==> config.mk <==
export PLATFORM = sky130hd
export DESIGN_NAME = inst_wb_multi
export DESIGN_NICKNAME = d
export VERILOG_FILES = /design/src/rtl/inst_wb_multi.sv
export SDC_FILE = /design/constraint.sdc
export NUM_CORES = 1
export LEC_CHECK = 0
export ABC_AREA = 1
export CAP_MARGIN = 20
export CORE_MARGIN = 5
export CORE_UTILIZATION = 55
export CTS_CLUSTER_DIAMETER = 80
export DETAILED_ROUTE_END_ITERATION = 7
export DONT_BUFFER_PORTS = 1
export PLACE_DENSITY = 0.68
export SYNTH_ARGS = -nofsm -noshare
export SYNTH_HDL_FRONTEND = slang
export SYNTH_SLANG_ARGS = --single-unit
export TNS_END_PERCENT = 5
==> constraint.sdc <==
create_clock -name clk -period 1.9 [get_ports clk]
set_input_delay 0.095 -clock clk [delete_from_list [all_inputs] [get_ports clk]]
set_output_delay 0.095 -clock clk [all_outputs]
set_load 0.005 [all_outputs]
==> src/rtl/inst_wb_multi.sv <==
// Multi-lane writeback stage: registers a bundle of lane results for the register
// file and serialises the retired lanes one at a time onto the debug port.
module inst_wb_multi #(
  parameter int unsigned LANES       = 2,
  parameter int unsigned DATA_WIDTH  = 32,
  parameter int unsigned RADDR_WIDTH = 5
) (
  input  logic                            clk,
  input  logic                            rst,
  input  logic                            in_valid,
  output logic                            in_ready,
  input  logic                            dbus_ready,
  input  logic [LANES-1:0]                ex_lane_valid,
  input  logic [LANES-1:0]                ex_we,
  input  logic [LANES-1:0]                ex_load,
  input  logic [LANES-1:0]                ex_exc,
  input  logic [LANES*RADDR_WIDTH-1:0]    ex_waddr,
  input  logic [LANES*DATA_WIDTH-1:0]     ex_wdata,
  input  logic [LANES*32-1:0]             ex_pc,
  input  logic [LANES*2-1:0]              ex_vaddr_lo,
  input  logic [LANES*3-1:0]              ex_op,
  input  logic [LANES*4-1:0]              ex_be,
  input  logic [LANES*DATA_WIDTH-1:0]     dcache_rddata,
  output logic                            wb_valid,
  output logic [LANES-1:0]                wb_we,
  output logic [LANES*RADDR_WIDTH-1:0]    wb_waddr,
  output logic [LANES*DATA_WIDTH-1:0]     wb_wdata,
  output logic                            dbg_valid,
  input  logic                            dbg_ready,
  output logic [31:0]                     dbg_pc,
  output logic [3:0]                      dbg_wbe,
  output logic [RADDR_WIDTH-1:0]          dbg_waddr,
  output logic [DATA_WIDTH-1:0]           dbg_wdata
);

  localparam int unsigned PTR_W = 2;

  typedef enum logic {IDLE, DRAIN} state_e;

  state_e                             state_q, state_d;
  logic [PTR_W-1:0]                   ptr_q, ptr_d;
  logic [LANES-1:0]                   emit_q, emit_d;
  logic [LANES-1:0][31:0]             pc_q, pc_d;
  logic [LANES-1:0][3:0]              wbe_q, wbe_d;
  logic [LANES-1:0][RADDR_WIDTH-1:0]  waddr_q, waddr_d;
  logic [LANES-1:0][DATA_WIDTH-1:0]   wdata_q, wdata_d;

  logic                               wb_valid_q, wb_valid_d;
  logic [LANES-1:0]                   wb_we_q, wb_we_d;
  logic [LANES*RADDR_WIDTH-1:0]       wb_waddr_q, wb_waddr_d;
  logic [LANES*DATA_WIDTH-1:0]        wb_wdata_q, wb_wdata_d;
  logic                               dbg_valid_q, dbg_valid_d;
  logic [31:0]                        dbg_pc_q, dbg_pc_d;
  logic [3:0]                         dbg_wbe_q, dbg_wbe_d;
  logic [RADDR_WIDTH-1:0]             dbg_waddr_q, dbg_waddr_d;
  logic [DATA_WIDTH-1:0]              dbg_wdata_q, dbg_wdata_d;

  logic [LANES-1:0]                   emit_c, we_raw_c, we_c;
  logic [LANES-1:0][DATA_WIDTH-1:0]   data_c;
  logic [LANES-1:0][3:0]              wbe_c;
  logic [LANES-1:0][RADDR_WIDTH-1:0]  addr_c;
  logic                               seen_exc_c;
  logic [DATA_WIDTH-1:0]              rd_c;
  logic [7:0]                         byte_c;
  logic [15:0]                        half_c;
  logic [1:0]                         lo_c;

  logic                               first_found_c, nxt_found_c;
  logic [PTR_W-1:0]                   first_idx_c, nxt_idx_c;
  logic                               last_hs_c, accept_c;

  // Per-lane load extraction, precise squash and write-enable generation.
  always_comb begin
    emit_c     = '0;
    we_raw_c   = '0;
    data_c     = '0;
    wbe_c      = '0;
    addr_c     = '0;
    seen_exc_c = 1'b0;
    rd_c       = '0;
    byte_c     = '0;
    half_c     = '0;
    lo_c       = '0;
    for (int i = 0; i < int'(LANES); i++) begin
      rd_c      = dcache_rddata[i*DATA_WIDTH +: DATA_WIDTH];
      lo_c      = ex_vaddr_lo[i*2 +: 2];
      byte_c    = 8'(rd_c >> {lo_c, 3'b000});
      half_c    = 16'(rd_c >> {lo_c[1], 4'b0000});
      addr_c[i] = ex_waddr[i*RADDR_WIDTH +: RADDR_WIDTH];
      if (ex_load[i]) begin
        case (ex_op[i*3 +: 3])
          3'd0:    data_c[i] = {{(DATA_WIDTH-8){byte_c[7]}}, byte_c};
          3'd1:    data_c[i] = {{(DATA_WIDTH-8){1'b0}}, byte_c};
          3'd2:    data_c[i] = {{(DATA_WIDTH-16){half_c[15]}}, half_c};
          3'd3:    data_c[i] = {{(DATA_WIDTH-16){1'b0}}, half_c};
          default: data_c[i] = rd_c;
        endcase
      end else begin
        data_c[i] = ex_wdata[i*DATA_WIDTH +: DATA_WIDTH];
      end
      emit_c[i]   = ex_lane_valid[i] && !seen_exc_c;
      we_raw_c[i] = (ex_we[i] || ex_load[i]) && emit_c[i] && !ex_exc[i] && (addr_c[i] != '0);
      if (ex_exc[i])       wbe_c[i] = 4'h0;
      else if (ex_we[i])   wbe_c[i] = 4'hF;
      else if (ex_load[i]) wbe_c[i] = ex_be[i*4 +: 4];
      else                 wbe_c[i] = 4'h0;
      if (ex_lane_valid[i] && ex_exc[i]) seen_exc_c = 1'b1;
    end
  end

  // A younger lane writing the same register makes the older write redundant.
  always_comb begin
    we_c = we_raw_c;
    for (int i = 0; i < int'(LANES); i++) begin
      for (int k = 0; k < int'(LANES); k++) begin
        if (k > i && we_raw_c[k] && addr_c[k] == addr_c[i]) we_c[i] = 1'b0;
      end
    end
  end

  // Lowest emit lane of the incoming bundle and next buffered lane after the pointer.
  always_comb begin
    first_found_c = 1'b0;
    first_idx_c   = '0;
    nxt_found_c   = 1'b0;
    nxt_idx_c     = '0;
    for (int i = 0; i < int'(LANES); i++) begin
      if (!first_found_c && emit_c[i]) begin
        first_found_c = 1'b1;
        first_idx_c   = PTR_W'(i);
      end
      if (!nxt_found_c && emit_q[i] && (i > int'(ptr_q))) begin
        nxt_found_c = 1'b1;
        nxt_idx_c   = PTR_W'(i);
      end
    end
  end

  assign last_hs_c = (state_q == DRAIN) && dbg_ready && !nxt_found_c;
  assign in_ready  = dbus_ready && ((state_q == IDLE) || last_hs_c);
  assign accept_c  = in_valid && in_ready;

  // Next-state: writeback register, debug buffer and drain sequencing.
  always_comb begin
    state_d     = state_q;
    ptr_d       = ptr_q;
    emit_d      = emit_q;
    pc_d        = pc_q;
    wbe_d       = wbe_q;
    waddr_d     = waddr_q;
    wdata_d     = wdata_q;
    wb_valid_d  = 1'b0;
    wb_we_d     = '0;
    wb_waddr_d  = '0;
    wb_wdata_d  = '0;
    dbg_valid_d = dbg_valid_q;
    dbg_pc_d    = dbg_pc_q;
    dbg_wbe_d   = dbg_wbe_q;
    dbg_waddr_d = dbg_waddr_q;
    dbg_wdata_d = dbg_wdata_q;

    if (accept_c) begin
      wb_valid_d = 1'b1;
      wb_we_d    = we_c;
      wb_waddr_d = ex_waddr;
      for (int i = 0; i < int'(LANES); i++) begin
        wb_wdata_d[i*DATA_WIDTH +: DATA_WIDTH] = data_c[i];
        pc_d[i] = ex_pc[i*32 +: 32];
      end
      emit_d  = emit_c;
      wbe_d   = wbe_c;
      waddr_d = addr_c;
      wdata_d = data_c;
      if (first_found_c) begin
        state_d     = DRAIN;
        ptr_d       = first_idx_c;
        dbg_valid_d = 1'b1;
        dbg_pc_d    = ex_pc[32*int'(first_idx_c) +: 32];
        dbg_wbe_d   = wbe_c[first_idx_c];
        dbg_waddr_d = addr_c[first_idx_c];
        dbg_wdata_d = data_c[first_idx_c];
      end else begin
        state_d     = IDLE;
        ptr_d       = '0;
        dbg_valid_d = 1'b0;
        dbg_pc_d    = '0;
        dbg_wbe_d   = '0;
        dbg_waddr_d = '0;
        dbg_wdata_d = '0;
      end
    end else if (state_q == DRAIN && dbg_ready) begin
      if (nxt_found_c) begin
        ptr_d       = nxt_idx_c;
        dbg_pc_d    = pc_q[nxt_idx_c];
        dbg_wbe_d   = wbe_q[nxt_idx_c];
        dbg_waddr_d = waddr_q[nxt_idx_c];
        dbg_wdata_d = wdata_q[nxt_idx_c];
      end else begin
        state_d     = IDLE;
        ptr_d       = '0;
        emit_d      = '0;
        dbg_valid_d = 1'b0;
        dbg_pc_d    = '0;
        dbg_wbe_d   = '0;
        dbg_waddr_d = '0;
        dbg_wdata_d = '0;
      end
    end
  end

  always_ff @(posedge clk) begin
    if (rst) begin
      state_q     <= IDLE;
      ptr_q       <= '0;
      emit_q      <= '0;
      pc_q        <= '0;
      wbe_q       <= '0;
      waddr_q     <= '0;
      wdata_q     <= '0;
      wb_valid_q  <= 1'b0;
      wb_we_q     <= '0;
      wb_waddr_q  <= '0;
      wb_wdata_q  <= '0;
      dbg_valid_q <= 1'b0;
      dbg_pc_q    <= '0;
      dbg_wbe_q   <= '0;
      dbg_waddr_q <= '0;
      dbg_wdata_q <= '0;
    end else begin
      state_q     <= state_d;
      ptr_q       <= ptr_d;
      emit_q      <= emit_d;
      pc_q        <= pc_d;
      wbe_q       <= wbe_d;
      waddr_q     <= waddr_d;
      wdata_q     <= wdata_d;
      wb_valid_q  <= wb_valid_d;
      wb_we_q     <= wb_we_d;
      wb_waddr_q  <= wb_waddr_d;
      wb_wdata_q  <= wb_wdata_d;
      dbg_valid_q <= dbg_valid_d;
      dbg_pc_q    <= dbg_pc_d;
      dbg_wbe_q   <= dbg_wbe_d;
      dbg_waddr_q <= dbg_waddr_d;
      dbg_wdata_q <= dbg_wdata_d;
    end
  end

  assign wb_valid  = wb_valid_q;
  assign wb_we     = wb_we_q;
  assign wb_waddr  = wb_waddr_q;
  assign wb_wdata  = wb_wdata_q;
  assign dbg_valid = dbg_valid_q;
  assign dbg_pc    = dbg_pc_q;
  assign dbg_wbe   = dbg_wbe_q;
  assign dbg_waddr = dbg_waddr_q;
  assign dbg_wdata = dbg_wdata_q;

endmodule

# After elaboration in Yosys (flattened, before gate mapping)
# Index checks and enable logic that the tools add are counted.
dict set report op_classes {
  addsub 0
  mul 0
  n_div 0
  n_lt_le_gt_ge 3
  eq_ne 8
  shift 5
  n_mux 58
  n_bitwise 2
  reduce_logical 31
}
# op n
set op_table {}
lappend op_table {{$mux W32} 16}
lappend op_table {{$pmux W32 S4} 2}
lappend op_table {{$shiftx A64 B8 Y32} 1}
lappend op_table {{$shr A32 B5 Y16} 2}
lappend op_table {{$shr A32 B5 Y8} 2}
lappend op_table {{$mux W4} 14}
lappend op_table {{$mux W5} 8}
lappend op_table {{$logic_and A1 B1 Y1} 15}
lappend op_table {{$mux W2} 7}
lappend op_table {{$eq A3 B2 Y1 const B} 4}
lappend op_table {{$mux W1} 11}
lappend op_table {{$reduce_bool A5 Y1} 2}
lappend op_table {{$eq A3 B1 Y1 const B} 2}
lappend op_table {{$logic_not A3 Y1} 2}
lappend op_table {{$eq A5 B5 Y1} 1}
lappend op_table {{$logic_not A1 Y1} 5}
lappend op_table {{$lt A2 B2 Y1 const B} 2}
lappend op_table {{$logic_or A1 B1 Y1} 3}
lappend op_table {{$reduce_or A3 Y1} 1}
lappend op_table {{$gt A1 B2 Y1 const A} 1}
lappend op_table {{$ne A2 B1 Y1 const B} 1}
lappend op_table {{$not A1 Y1} 2}
lappend op_table {{$reduce_and A2 Y1} 1}
lappend op_table {{$reduce_bool A2 Y1} 1}
lappend op_table {{$reduce_or A2 Y1} 1}
dict set report word_totals {
  register_bits 301
  latch_bits 0
  ram_bits 0
  rom_bits 0
  input_bits 233
  output_inout_bits 152
  word_cells 127
  mem_count 0
}

# Depth between registers and ports, before layout
dict set report depth {
  word_depth 10
  mapped_depth 15
  depth_no_buf 14
}

# Worst setup path after synthesis
# Ideal clock, no wire load.
dict set report synth_path {
  path_type {flip-flop to flip-flop}
  start {register ptr_q[0]}
  end {register dbg_wbe_q[0] (netlist: dbg_wbe[0])}
  setup_time_ns 0.122
  t_arrival_ns 1.385
  required_time_ns 1.778
  path_slack_ns 0.393
  path_stages_with_launch 12
  n_path_buf 2
  synth_period_minus_slack_ns 1.507
  path_cell_list {dfxtp_1 inv_1 nand2_4 nand2_1 nand2_1 nand2_2 nor2_4 nor2_4 buf_2 buf_6 a21oi_1 a21oi_1}
}
dict set report synth_between {
  elab_chain_len 9
  elab_cells_between_ends 15
  classes_between {order compare: 1; mux: 7; reduce/logical: 7}
}
# item line
set synth_lines {}
lappend synth_lines {{from (decl)} 41} ;# logic [PTR_W-1:0] ptr_q, ptr_d;
lappend synth_lines {{from (signal assigned)} 231} ;# ptr_q <= ptr_d;
lappend synth_lines {{$gt A1 B2 Y1 *} 132} ;# if (!nxt_found_c && emit_q[i] && (i > int'(ptr_q))) begin
lappend synth_lines {{$logic_and A1 B1 Y1 *} 132}
lappend synth_lines {{branches (longest 7 deep; another with $mux W4)} n/a}
lappend synth_lines {{to (signal assigned)} 243} ;# dbg_wbe_q <= dbg_wbe_d;
lappend synth_lines {{to (decl)} 54} ;# logic [3:0] dbg_wbe_q, dbg_wbe_d;
# Every way passes the cells marked *. The select of a mux whose other input is x is not followed.
# A chain may end at the register's enable or synchronous reset.

# Final worst setup path
dict set report layout_path {
  start {input ex_lane_valid[1]}
  end {register dbg_pc_q[4] (netlist: dbg_pc[4])}
}
dict set report layout_between {
  elab_chain_len 6
  elab_cells_between_ends 7
  classes_between {shift: 1; mux: 4; reduce/logical: 2}
}
# item line
set layout_lines {}
lappend layout_lines {{from (decl)} 13} ;# input logic [LANES-1:0] ex_lane_valid,
lappend layout_lines {{$logic_and A1 B1 Y1 *} 101} ;# emit_c[i] = ex_lane_valid[i] && !seen_exc_c;
lappend layout_lines {{$logic_and A1 B1 Y1 *} 128} ;# if (!first_found_c && emit_c[i]) begin
lappend layout_lines {{$mux W1} 128}
lappend layout_lines {{$shiftx A64 B8 Y32} 178} ;# dbg_pc_d = ex_pc[32*int'(first_idx_c) +: 32];
lappend layout_lines {{$mux W32 *} 174} ;# if (first_found_c) begin
lappend layout_lines {{$mux W32 *} 162} ;# if (accept_c) begin
lappend layout_lines {{to (signal assigned)} 242} ;# dbg_pc_q <= dbg_pc_d;
lappend layout_lines {{to (decl)} 53} ;# logic [31:0] dbg_pc_q, dbg_pc_d;
# Every way passes the cells marked *; elsewhere a longest branch is shown, timed or not.

==> results by group <==
Status
  • Status: finished, violations left
  • Failing checks: hold timing, setup timing

Yosys
  • Register area share after synthesis: 40.61%
  • Synth warn: 0
  • Post-Syn Nets: between 1500 and 2000
  • Ranking of synthesized cells by area: dfxtp_1 (41%), nand2_1 (19%), nand3_1 (8.2%), a21oi_1 (7.6%), o21ai_0 (2.9%)
  • Average cell area after synthesis: 6.810 um2
  • Count of different cell masters after synthesis: 36
  • Mapped cell area: 11140 um2
  • Cell accounting for the most synthesized area: dfxtp_1
  • Syn Inst Count: about 1600
  • Synth Register Bits: 226
  • Proportion of netlist area held by the largest area contributor: 40.61%

Clock tree
  • CTS Buf Count: 25
  • H-tree depth: 1
  • Clock Tree Buf Depth: 3
  • CTS tree: yes
  • # Post-CTS Setup Buffers: 0
  • Clk_lat worst skew: between 0.5 and 0.6 ns
  • Clk sinks: around 230
  • Clk root buf: clkbuf_16
  • Clk slew on worst S/H paths: roughly 0.07 ns

Timing
  • RSZ-0062 raised after global routing: true
  • Fmax: 504.0 MHz
  • Max transition margin: 36.22%
  • Hold slack: -0.008941 ns
  • Least-Margin Pin Slew: between 0.9 and 1 ns
  • Final hold violations: 1
  • Clock Skews: 0.009949 ns
  • Final WS setup: -0.08432 ns
  • Final min period: 1.984 ns
  • Final Cycle Share: 104.4%
  • Setup-failing EPs final: 14
  • Final Max Slew Viols: 0

Routing
  • Via count: 12860
  • DR vias/cell: 5.962
  • Detailed Route Iter0 Violations: between 1000 and 1500
  • Routed length per instance: 21.80 um
  • Post-route DRC: 0
  • Antenna viol nets, final: 0
  • Final wirelength: around 47000 um
  • DR pass1 iterations: 8

Worst setup path
  • Worst endpoint data arrival time: approximately 2.4 ns
  • CP endpoint kind: flop
  • Req. time, crit path: 2.35 ns
  • Critical path type: in2reg
  • Critical path fanouts, max: 36
  • Critical Path Start Type: input port

Die
  • Initial Util: a little under three fifths
  • Die Area: 23200 um2
  • Die X: ~150 um
  • I/O pin cnt: 385
  • Core ar.: 20100 um2
  • Die H: 152.3 um
  • Core Rows: 52

Finish
  • Most frequent cells in the layout: nand2_1 (577), dlygate4sd3_1 (273), dfxtp_1 (226)
  • Seq. cell area: approximately 4500 um2
  • Fillers: 1530
  • Most common cell after layout, fill and taps aside: nand2_1
  • Nets: 2101
  • Share of layout cells above drive strength 1: 11.82%
  • Multi-input gate area: 5727 um2
  • Final core occ: between 70% and 80%
  • Syn-to-layout area delta: 34.69%
  • Finished Layout Cells: 2157

GRT
  • Vias in the first global route: roughly 12000
  • Global route overflow: 0
  • Largest net degree at the start of global routing: 77
  • Number of antenna violations at the first check in global routing: 1
  • GRT Util Overall: ~39%
  • Global-route wire length before repair: 72170 um

Power and ir drop
  • Cell area power density: 812.3 nW/um2
  • Total power: between 0.01 and 0.015 W
  • Leak: 6.794 nW
  • Worst VDD drop: 0.7206 mV

Placement
  • Dpl hpwl: 29540 um
  • Inst Count DP: ~1800
  • Worst slack at placement: 0.1732 ns
  • Port Buffers: 0
  • GPL Wtd Cong: roughly 0.98

Min path
  • Min-Delay Path Class: in2reg

Job
  • Max cap viols: 0
path summary, 6_finish.rpt:
path / depth (start not counted) / from / end / slack [ns]
worst max-delay path: 12 / ex_lane_valid[1] / dbg_pc[4] / -0.08
worst min-delay path: 4 / dcache_rddata[30] / wb_wdata[30] / -0.009
worst max register to register: 11 / ptr_q[0] / dbg_wbe[0] / 0.17
worst min register to register: 2 / pc_q[47] / pc_q[47] / 0.47
stage by stage:
stage,area [um2],TNS [ns]
2_1_floorplan,11140,0
3_3_place_gp,11320,0
3_5_place_dp,11320,0
4_1_cts,14960,0
5_1_grt,15000,-3.294
6_report,15010,-0.5883
cell type report:
class / count / area share, %
diodes: 1 / 0.01668
clock buffers: 35 / 4.819
clock inverters: 10 / 0.7838
inverters: 75 / 1.934
multi-input cells: 1223 / 38.16
flip-flops and latches: 226 / 30.15
well taps: 270 / 2.251
repair buffers: 317 / 21.88
logic make-up after synthesis:
| group | after synthesis | synth area share, % |
|---|---|---|
| AND/OR/NAND/NOR | 931 | 36.24 |
| AO/OA/AOI/OAI | 289 | 14.81 |
| flip-flops | 226 | 40.61 |
| buffers and inverters | 187 | 8.098 |
| XOR/XNOR | 3 | 0.2359 |
worst max-delay path, stage by stage:
cell           delay, ns
dlygate4sd3_1       0.55
nand2_1             0.16
nor2_4              0.08
inv_2               0.22
buf_12              0.24
nand2_1             0.07
nand2_1             0.06
dlygate4sd3_1       0.57
nand3_1             0.07
nand2_1             0.09
nand2_1             0.05
a21oi_1             0.15
metal layers:
metal | up-vias | share of wire (%) | global-route usage, %
met3 | 244 | 11 | 10.85
met1 | 5914 | 38 | 48.95
met5 | - | 0 | 0
li1 | 5781 | - | -
met2 | 921 | 44 | 59.72
met4 | 0 | 6.8 | 20.29
timing repair:
action / CTS / global route
hold endpoints to repair: 189 / 0
resized for setup: 0 / 9
hold buffers: 278 / 0
endpoints found under the setup margin: 0 / 66
Yosys cell counts, drive strengths merged:
library cell / number
nand2: 584
dfxtp: 226
a21oi: 184
nand3: 183
nor2: 102
inv: 75
buf: 68
o21ai: 65
clkbuf: 44
or2: 42
a31o: 29
nand4: 8
nand3b: 6
o22ai: 6
nor3: 4
o211ai: 3
a31oi: 2
xor2: 2
and2: 1
and3: 1
xnor2: 1
state kept, by name (all words and copies together) (netlist names), 2 cells and up:
name and flops:
wb_wdata 64, dbg_pc 32, dbg_wdata 32, pc_q 32, wdata_q 32, wb_waddr 10
dbg_waddr 5, waddr_q 5, dbg_wbe 4, wbe_q 4, wb_we 2
where the power goes:
part           switching [W]  internal [W]  total [W]
logic                0.00119      0.000947    0.00213
registers           0.000160       0.00495    0.00511
clock network        0.00201       0.00294    0.00494
total                0.00335       0.00883     0.0122
Note: power is estimated with default switching activity, not from simulation.
